--- src/rtl/seq_pkg.sv ---
// Shared types and widths for the codec sample sequencer.
package seq_pkg;

   localparam int SEQ_DATA_W = 24;
   localparam int SEQ_CNT_W  = 16;

   typedef enum logic [2:0] {
      IDLE    = 3'd0,
      READ    = 3'd1,
      PROC    = 3'd2,
      WAIT_WR = 3'd3,
      WRITE   = 3'd4
   } seq_state_t;

endpackage

--- src/rtl/codec_sample_sequencer_if.sv ---
// Codec FIFO and filter-side signals of the sample sequencer, bundled as one interface.
// master = the sequencer, slave = the codec/filter environment.
interface codec_sample_sequencer_if
   import seq_pkg::*;
#(
   parameter int DATA_W = SEQ_DATA_W
);

   logic              read_ready;
   logic              write_ready;
   logic [DATA_W-1:0] readdata_left;
   logic [DATA_W-1:0] readdata_right;
   logic              read;
   logic              write;
   logic [DATA_W-1:0] writedata_left;
   logic [DATA_W-1:0] writedata_right;
   logic [DATA_W-1:0] smp_left;
   logic [DATA_W-1:0] smp_right;
   logic              smp_valid;
   logic [DATA_W-1:0] proc_left;
   logic [DATA_W-1:0] proc_right;
   logic              proc_valid;
   logic              mute;
   logic              overrun;

   modport master (
      input  read_ready, write_ready, readdata_left, readdata_right,
      input  proc_left, proc_right, proc_valid, mute,
      output read, write, writedata_left, writedata_right,
      output smp_left, smp_right, smp_valid, overrun
   );

   modport slave (
      output read_ready, write_ready, readdata_left, readdata_right,
      output proc_left, proc_right, proc_valid, mute,
      input  read, write, writedata_left, writedata_right,
      input  smp_left, smp_right, smp_valid, overrun
   );

endinterface

--- src/rtl/seq_watchdog.sv ---
// PROC-residency counter: cleared on a new sample, counts while enabled, flags
// the last permitted cycle so the sequencer can bypass the filters.
module seq_watchdog #(
   parameter int TIMEOUT_CYCLES = 1024
) (
   input  logic clk,
   input  logic reset,
   input  logic clear,
   input  logic enable,
   output logic expired
);

   localparam int               CNT_W = (TIMEOUT_CYCLES > 1) ? $clog2(TIMEOUT_CYCLES) : 1;
   localparam logic [CNT_W-1:0] LAST  = CNT_W'(TIMEOUT_CYCLES - 1);

   logic [CNT_W-1:0] cnt_d;
   logic [CNT_W-1:0] cnt_q;

   // Next count: clear wins over enable; the counter never passes LAST because
   // the sequencer leaves PROC on the expiry cycle.
   always_comb begin
      cnt_d = cnt_q;
      if (clear) begin
         cnt_d = '0;
      end else if (enable) begin
         cnt_d = cnt_q + CNT_W'(1);
      end else begin
         cnt_d = cnt_q;
      end
   end

   // Counter register.
   always_ff @(posedge clk or posedge reset) begin
      if (reset) begin
         cnt_q <= '0;
      end else begin
         cnt_q <= cnt_d;
      end
   end

   assign expired = (cnt_q == LAST);

endmodule

--- src/rtl/codec_sample_sequencer.sv ---
// Codec sample sequencer: pops a stereo sample, hands it to the filters, and
// pushes the filtered (or watchdog-bypassed raw) result back to the codec DAC.
// Optional macro SEQ_OVERRUN_CNT_EN adds a saturating 16-bit overrun_count output.
module codec_sample_sequencer
   import seq_pkg::*;
#(
   parameter int DATA_W         = SEQ_DATA_W,
   parameter int TIMEOUT_CYCLES = 1024
) (
   input  logic                         clk,
   input  logic                         reset,
   codec_sample_sequencer_if.master     bus
`ifdef SEQ_OVERRUN_CNT_EN
   ,
   output logic [SEQ_CNT_W-1:0]         overrun_count
`endif
);

   seq_state_t        state_d,     state_q;
   logic              read_d,      read_q;
   logic              write_d,     write_q;
   logic              smp_valid_d, smp_valid_q;
   logic              overrun_d,   overrun_q;
   logic [DATA_W-1:0] smp_l_d,     smp_l_q;
   logic [DATA_W-1:0] smp_r_d,     smp_r_q;
   logic [DATA_W-1:0] wd_l_d,      wd_l_q;
   logic [DATA_W-1:0] wd_r_d,      wd_r_q;

   logic wdog_clear;
   logic wdog_enable;
   logic wdog_expired;

   assign wdog_clear  = (state_q == READ);
   assign wdog_enable = (state_q == PROC);

   seq_watchdog #(
      .TIMEOUT_CYCLES (TIMEOUT_CYCLES)
   ) u_watchdog (
      .clk     (clk),
      .reset   (reset),
      .clear   (wdog_clear),
      .enable  (wdog_enable),
      .expired (wdog_expired)
   );

   // Next-state and next-output logic; strobes are computed one state ahead so
   // that every output comes straight from a flop.
   always_comb begin
      state_d     = state_q;
      read_d      = 1'b0;
      write_d     = 1'b0;
      smp_valid_d = 1'b0;
      overrun_d   = 1'b0;
      smp_l_d     = smp_l_q;
      smp_r_d     = smp_r_q;
      wd_l_d      = wd_l_q;
      wd_r_d      = wd_r_q;

      case (state_q)
         IDLE: begin
            if (bus.read_ready) begin
               state_d = READ;
               read_d  = 1'b1;
            end else begin
               state_d = IDLE;
            end
         end

         READ: begin
            smp_l_d     = bus.readdata_left;
            smp_r_d     = bus.readdata_right;
            smp_valid_d = 1'b1;
            state_d     = PROC;
         end

         // Filter result beats the watchdog when both land on the same cycle.
         PROC: begin
            if (bus.proc_valid) begin
               wd_l_d  = bus.mute ? '0 : bus.proc_left;
               wd_r_d  = bus.mute ? '0 : bus.proc_right;
               state_d = WAIT_WR;
            end else if (wdog_expired) begin
               wd_l_d    = bus.mute ? '0 : smp_l_q;
               wd_r_d    = bus.mute ? '0 : smp_r_q;
               overrun_d = 1'b1;
               state_d   = WAIT_WR;
            end else begin
               state_d = PROC;
            end
         end

         WAIT_WR: begin
            if (bus.write_ready) begin
               state_d = WRITE;
               write_d = 1'b1;
            end else begin
               state_d = WAIT_WR;
            end
         end

         WRITE: begin
            state_d = IDLE;
         end

         default: begin
            state_d = IDLE;
         end
      endcase
   end

   // Sequencer FSM, capture and output registers.
   always_ff @(posedge clk or posedge reset) begin
      if (reset) begin
         state_q     <= IDLE;
         read_q      <= 1'b0;
         write_q     <= 1'b0;
         smp_valid_q <= 1'b0;
         overrun_q   <= 1'b0;
         smp_l_q     <= '0;
         smp_r_q     <= '0;
         wd_l_q      <= '0;
         wd_r_q      <= '0;
      end else begin
         state_q     <= state_d;
         read_q      <= read_d;
         write_q     <= write_d;
         smp_valid_q <= smp_valid_d;
         overrun_q   <= overrun_d;
         smp_l_q     <= smp_l_d;
         smp_r_q     <= smp_r_d;
         wd_l_q      <= wd_l_d;
         wd_r_q      <= wd_r_d;
      end
   end

   assign bus.read            = read_q;
   assign bus.write           = write_q;
   assign bus.smp_valid       = smp_valid_q;
   assign bus.overrun         = overrun_q;
   assign bus.smp_left        = smp_l_q;
   assign bus.smp_right       = smp_r_q;
   assign bus.writedata_left  = wd_l_q;
   assign bus.writedata_right = wd_r_q;

`ifdef SEQ_OVERRUN_CNT_EN
   logic [SEQ_CNT_W-1:0] ovr_cnt_d;
   logic [SEQ_CNT_W-1:0] ovr_cnt_q;

   // Saturating tally of watchdog bypasses.
   always_comb begin
      ovr_cnt_d = ovr_cnt_q;
      if (overrun_q && (ovr_cnt_q != {SEQ_CNT_W{1'b1}})) begin
         ovr_cnt_d = ovr_cnt_q + SEQ_CNT_W'(1);
      end else begin
         ovr_cnt_d = ovr_cnt_q;
      end
   end

   // Overrun counter register.
   always_ff @(posedge clk or posedge reset) begin
      if (reset) begin
         ovr_cnt_q <= '0;
      end else begin
         ovr_cnt_q <= ovr_cnt_d;
      end
   end

   assign overrun_count = ovr_cnt_q;
`endif

endmodule

--- src/flat_wrapper.sv ---
// flat-port wrapper written by rule: the top's interface ports become plain ports
module codec_sample_sequencer_flat import seq_pkg::*;
#(
   parameter int DATA_W         = SEQ_DATA_W,
   parameter int TIMEOUT_CYCLES = 1024
)
  (clk, reset, bus_read_ready, bus_write_ready, bus_readdata_left, bus_readdata_right, bus_proc_left, bus_proc_right, bus_proc_valid, bus_mute, bus_read, bus_write, bus_writedata_left, bus_writedata_right, bus_smp_left, bus_smp_right, bus_smp_valid, bus_overrun);
  codec_sample_sequencer_if #(.DATA_W(DATA_W)) bus_i ();
  input  logic clk;
  input  logic reset;
  input wire logic [$bits(bus_i.read_ready)-1:0] bus_read_ready;
  input wire logic [$bits(bus_i.write_ready)-1:0] bus_write_ready;
  input wire logic [$bits(bus_i.readdata_left)-1:0] bus_readdata_left;
  input wire logic [$bits(bus_i.readdata_right)-1:0] bus_readdata_right;
  input wire logic [$bits(bus_i.proc_left)-1:0] bus_proc_left;
  input wire logic [$bits(bus_i.proc_right)-1:0] bus_proc_right;
  input wire logic [$bits(bus_i.proc_valid)-1:0] bus_proc_valid;
  input wire logic [$bits(bus_i.mute)-1:0] bus_mute;
  output wire logic [$bits(bus_i.read)-1:0] bus_read;
  output wire logic [$bits(bus_i.write)-1:0] bus_write;
  output wire logic [$bits(bus_i.writedata_left)-1:0] bus_writedata_left;
  output wire logic [$bits(bus_i.writedata_right)-1:0] bus_writedata_right;
  output wire logic [$bits(bus_i.smp_left)-1:0] bus_smp_left;
  output wire logic [$bits(bus_i.smp_right)-1:0] bus_smp_right;
  output wire logic [$bits(bus_i.smp_valid)-1:0] bus_smp_valid;
  output wire logic [$bits(bus_i.overrun)-1:0] bus_overrun;
  assign bus_i.read_ready = bus_read_ready;
  assign bus_i.write_ready = bus_write_ready;
  assign bus_i.readdata_left = bus_readdata_left;
  assign bus_i.readdata_right = bus_readdata_right;
  assign bus_i.proc_left = bus_proc_left;
  assign bus_i.proc_right = bus_proc_right;
  assign bus_i.proc_valid = bus_proc_valid;
  assign bus_i.mute = bus_mute;
  assign bus_read = bus_i.read;
  assign bus_write = bus_i.write;
  assign bus_writedata_left = bus_i.writedata_left;
  assign bus_writedata_right = bus_i.writedata_right;
  assign bus_smp_left = bus_i.smp_left;
  assign bus_smp_right = bus_i.smp_right;
  assign bus_smp_valid = bus_i.smp_valid;
  assign bus_overrun = bus_i.overrun;
  codec_sample_sequencer #(.DATA_W(DATA_W), .TIMEOUT_CYCLES(TIMEOUT_CYCLES)) u_core (.clk(clk), .reset(reset), .bus(bus_i));
endmodule
--- config.mk ---
export PLATFORM = sky130hd
export DESIGN_NAME = codec_sample_sequencer_flat
export DESIGN_NICKNAME = d
export VERILOG_FILES = /design/src/rtl/seq_pkg.sv /design/src/rtl/codec_sample_sequencer_if.sv /design/src/rtl/seq_watchdog.sv /design/src/rtl/codec_sample_sequencer.sv /design/src/flat_wrapper.sv
export SDC_FILE = /design/constraint.sdc
export NUM_CORES = 1
export LEC_CHECK = 0
export ABC_AREA = 1
export BUFFER_PORTS_ARGS = -buffer_cell sky130_fd_sc_hd__buf_2
export CAP_MARGIN = 20
export CORE_MARGIN = 2
export CORE_UTILIZATION = 49
export CTS_CLUSTER_SIZE = 10
export DETAILED_ROUTE_END_ITERATION = 7
export PLACE_DENSITY = 0.81
export RECOVER_POWER = 50
export SLEW_MARGIN = 10
export SYNTH_ARGS = -nofsm -noshare
export SYNTH_HDL_FRONTEND = slang
export SYNTH_HIERARCHICAL = 1
export SYNTH_SLANG_ARGS = --single-unit
--- constraint.sdc ---
create_clock -name clk -period 4.3 [get_ports clk]
set_clock_uncertainty 0.2 [all_clocks]
set_input_delay 1.075 -clock clk [delete_from_list [all_inputs] [get_ports clk]]
set_output_delay 1.075 -clock clk [all_outputs]
set_load 0.1 [all_outputs]
==> metrics <==
violated checks max-capacitance violations, max-slew violations; crit end category flop; slew margin rel. -0.565; routed via count 5129; fill cell count 895; WL/cell 14.0 um; Multi-input gate area roughly 2100 sq um; Post-CTS Setup Inserts 0; storage element area 2830 sq um; setup_tns 0 ns; CTS tree built; final-report setup violation count 0; Worst Hold Class reg -> reg; Unique masters post-synth 23; unrepaired setup endpoints after global routing no; first-pass GRT wire length ~23000 um; FF+latch count, synth 113; Syn Nets roughly 780; critical path class reg -> reg; 1st-iter DRT viols 377; pin count of the biggest net entering global routing 58; die area 11500 sq um; dpl hpwl 9320 um; post-synthesis sequential area ratio 0.539; Post-Synthesis Cells between 600 and 700; Slew Limit Fails 152; final core occ 0.663; post-layout min period 2.99 ns; H-tree levels 4; share of layout cells above drive strength 1 0.290; vias in the first global route between 4000 and 5000; pre-CTS WS 1.37 ns; clock sinks 113; IO Count just over 200; fin crit share 0.696; DRC 0; Post-Route WL 14200 um; CTS Root Cell clkbuf_8; final hold slack roughly 0.27 ns; CTS Hold Bufs 0; status finished, violations left; gp weighted congestion 0.861; CP Max Fanout 54; Initial Utilization 0.506; Reg clk slew, reported paths 0.05 ns; number of synthesis warnings 6; Die Width 107 um; PnR worst setup slack 1.31 ns; core area 10400 sq um; WP data required 4.47 ns; worst skew pair latency around 0.5 ns; CTS resizes 0; DR vias/cell 5.06; first-pass iteration count of the detailed router 5; Least-Margin Pin Slew 2.35 ns; initial antenna violation count 0; Arr. time, crit path roughly 3.2 ns; total CTS buffers 17; max-cap viol count 3; Die Y-Extent 107 um; Site Rows 37; remaining antenna violation count after routing 0; number of hold violations in the final report 0; mean area per synthesized cell 7.72 sq um; Peak Freq 334 MHz; synthesis-to-finish area growth 31.2%; Overflow after GRT 0; gr usage total 0.260; n_diodes 0; post-layout net count roughly 970; crit start category flop; Clock Path Buffers 2; cell area after synthesis 5240 sq um; Port Buf Inserts 201
cell usage in the layout, fill, tap and decap left out:
cell / synthesis / final
nor2_4: 4 / 5
nand2_2: 1 / 1
inv_1: 18 / 18
buf_4: 9 / 3
clkinv_2: 0 / 5
clkinvlp_2: 0 / 1
clkbuf_1: 14 / 3
nand4_1: 2 / 2
nor2_2: 3 / 2
buf_2: 15 / 200
o21ai_0: 3 / 3
clkbuf_8: 0 / 5
ha_1: 1 / 1
a211oi_1: 1 / 1
xnor2_1: 1 / 1
nor2_1: 14 / 14
nand2_1: 355 / 355
clkbuf_16: 0 / 16
dfrtp_1: 113 / 113
nor3_1: 4 / 4
buf_12: 0 / 3
clkinvlp_4: 0 / 3
inv_2: 5 / 5
nand3_1: 104 / 104
a21oi_1: 4 / 4
bufinv_16: 0 / 2
nand3_2: 4 / 4
metrics by stage:
step	instance area [sq um]	instances
global route	6880	1014
CTS	6860	1013
floorplan	5240	679
global placement	6280	981
finish	6880	1014
detailed placement	6280	981
layout make-up:
| cell class | instances | area share |
|---|---|---|
| well taps | 136 | 0.0247 |
| clock inverters | 10 | 0.0156 |
| repair buffers | 208 | 0.159 |
| flip-flops and latches | 113 | 0.411 |
| clock buffers | 22 | 0.0688 |
| multi-input cells | 501 | 0.308 |
| inverters | 24 | 0.0133 |
logic make-up (layout without fill, tap and decap cells):
family                     after synthesis  count (layout)  synth area share
and+or+nand+nor                        491             491             0.391
AOI/OAI and AO/OA                        8               8           0.00811
DFF                                    113             113             0.539
adders and majority gates                1               1           0.00239
xor gates and xnor gates                 1               1           0.00167
buffers and inverters                   65             264            0.0580
cells in the mapped netlist (all sizes together):
library cell | count | area [sq um]
nor3 | 4 | 20.0
buf | 27 | 161
a211oi | 1 | 7.51
clkbuf | 14 | 52.6
xnor2 | 1 | 8.76
clkinv | 1 | 3.75
nand4 | 2 | 12.5
a21oi | 4 | 20.0
o21ai | 3 | 15.0
inv | 23 | 86.3
ha | 1 | 12.5
dfrtp | 113 | 2830
nor2 | 21 | 116
nand2 | 356 | 1340
nand3 | 108 | 561
path summary, 6_finish.rpt:
check | from | to | slack (ns) | depth (start not counted)
setup / recovery | u_core/state_q[1] | u_core/u_watchdog/cnt_q[1] | 1.31 | 6
hold / removal | u_core/bus.writedata_left[12] | u_core/bus.writedata_left[12] | 0.27 | 2
setup reg to reg | u_core/state_q[1] | u_core/u_watchdog/cnt_q[1] | 1.31 | 6
hold reg to reg | u_core/bus.writedata_left[12] | u_core/bus.writedata_left[12] | 0.27 | 2
max in group asynchronous | reset | u_core/bus.write | 1.96 | 3
min in group asynchronous | reset | u_core/u_watchdog/cnt_q[6] | 0.38 | 2
routing by layer:
metal,GRT usage,wire [um]
met5,0,0
met4,0.0705,135
met3,0.0648,1030
met2,0.441,7150
met1,0.334,5850
flip-flops by register name, indices dropped and copies added (netlist names):
register and flops:
u_core/bus.read 1, u_core/bus.overrun 1, u_core/bus.writedata_right 24, u_core/bus.smp_left 24, u_core/state_q 3, u_core/u_watchdog/cnt_q 10, u_core/bus.smp_right 24, u_core/bus.writedata_left 24
u_core/bus.smp_valid 1, u_core/bus.write 1
critical path, cell delays in order (launching register included):
cell and delay [ns]:
dfrtp_1 0.40, nor2_1 0.18, nand2_2 0.07, inv_1 1.28
inv_1 0.45, nand3_1 0.17, o21ai_0 0.10
Power is left out: the tool's default activity adds up to more than one toggle a clock period on the data nets, which glitch-free logic cannot reach.
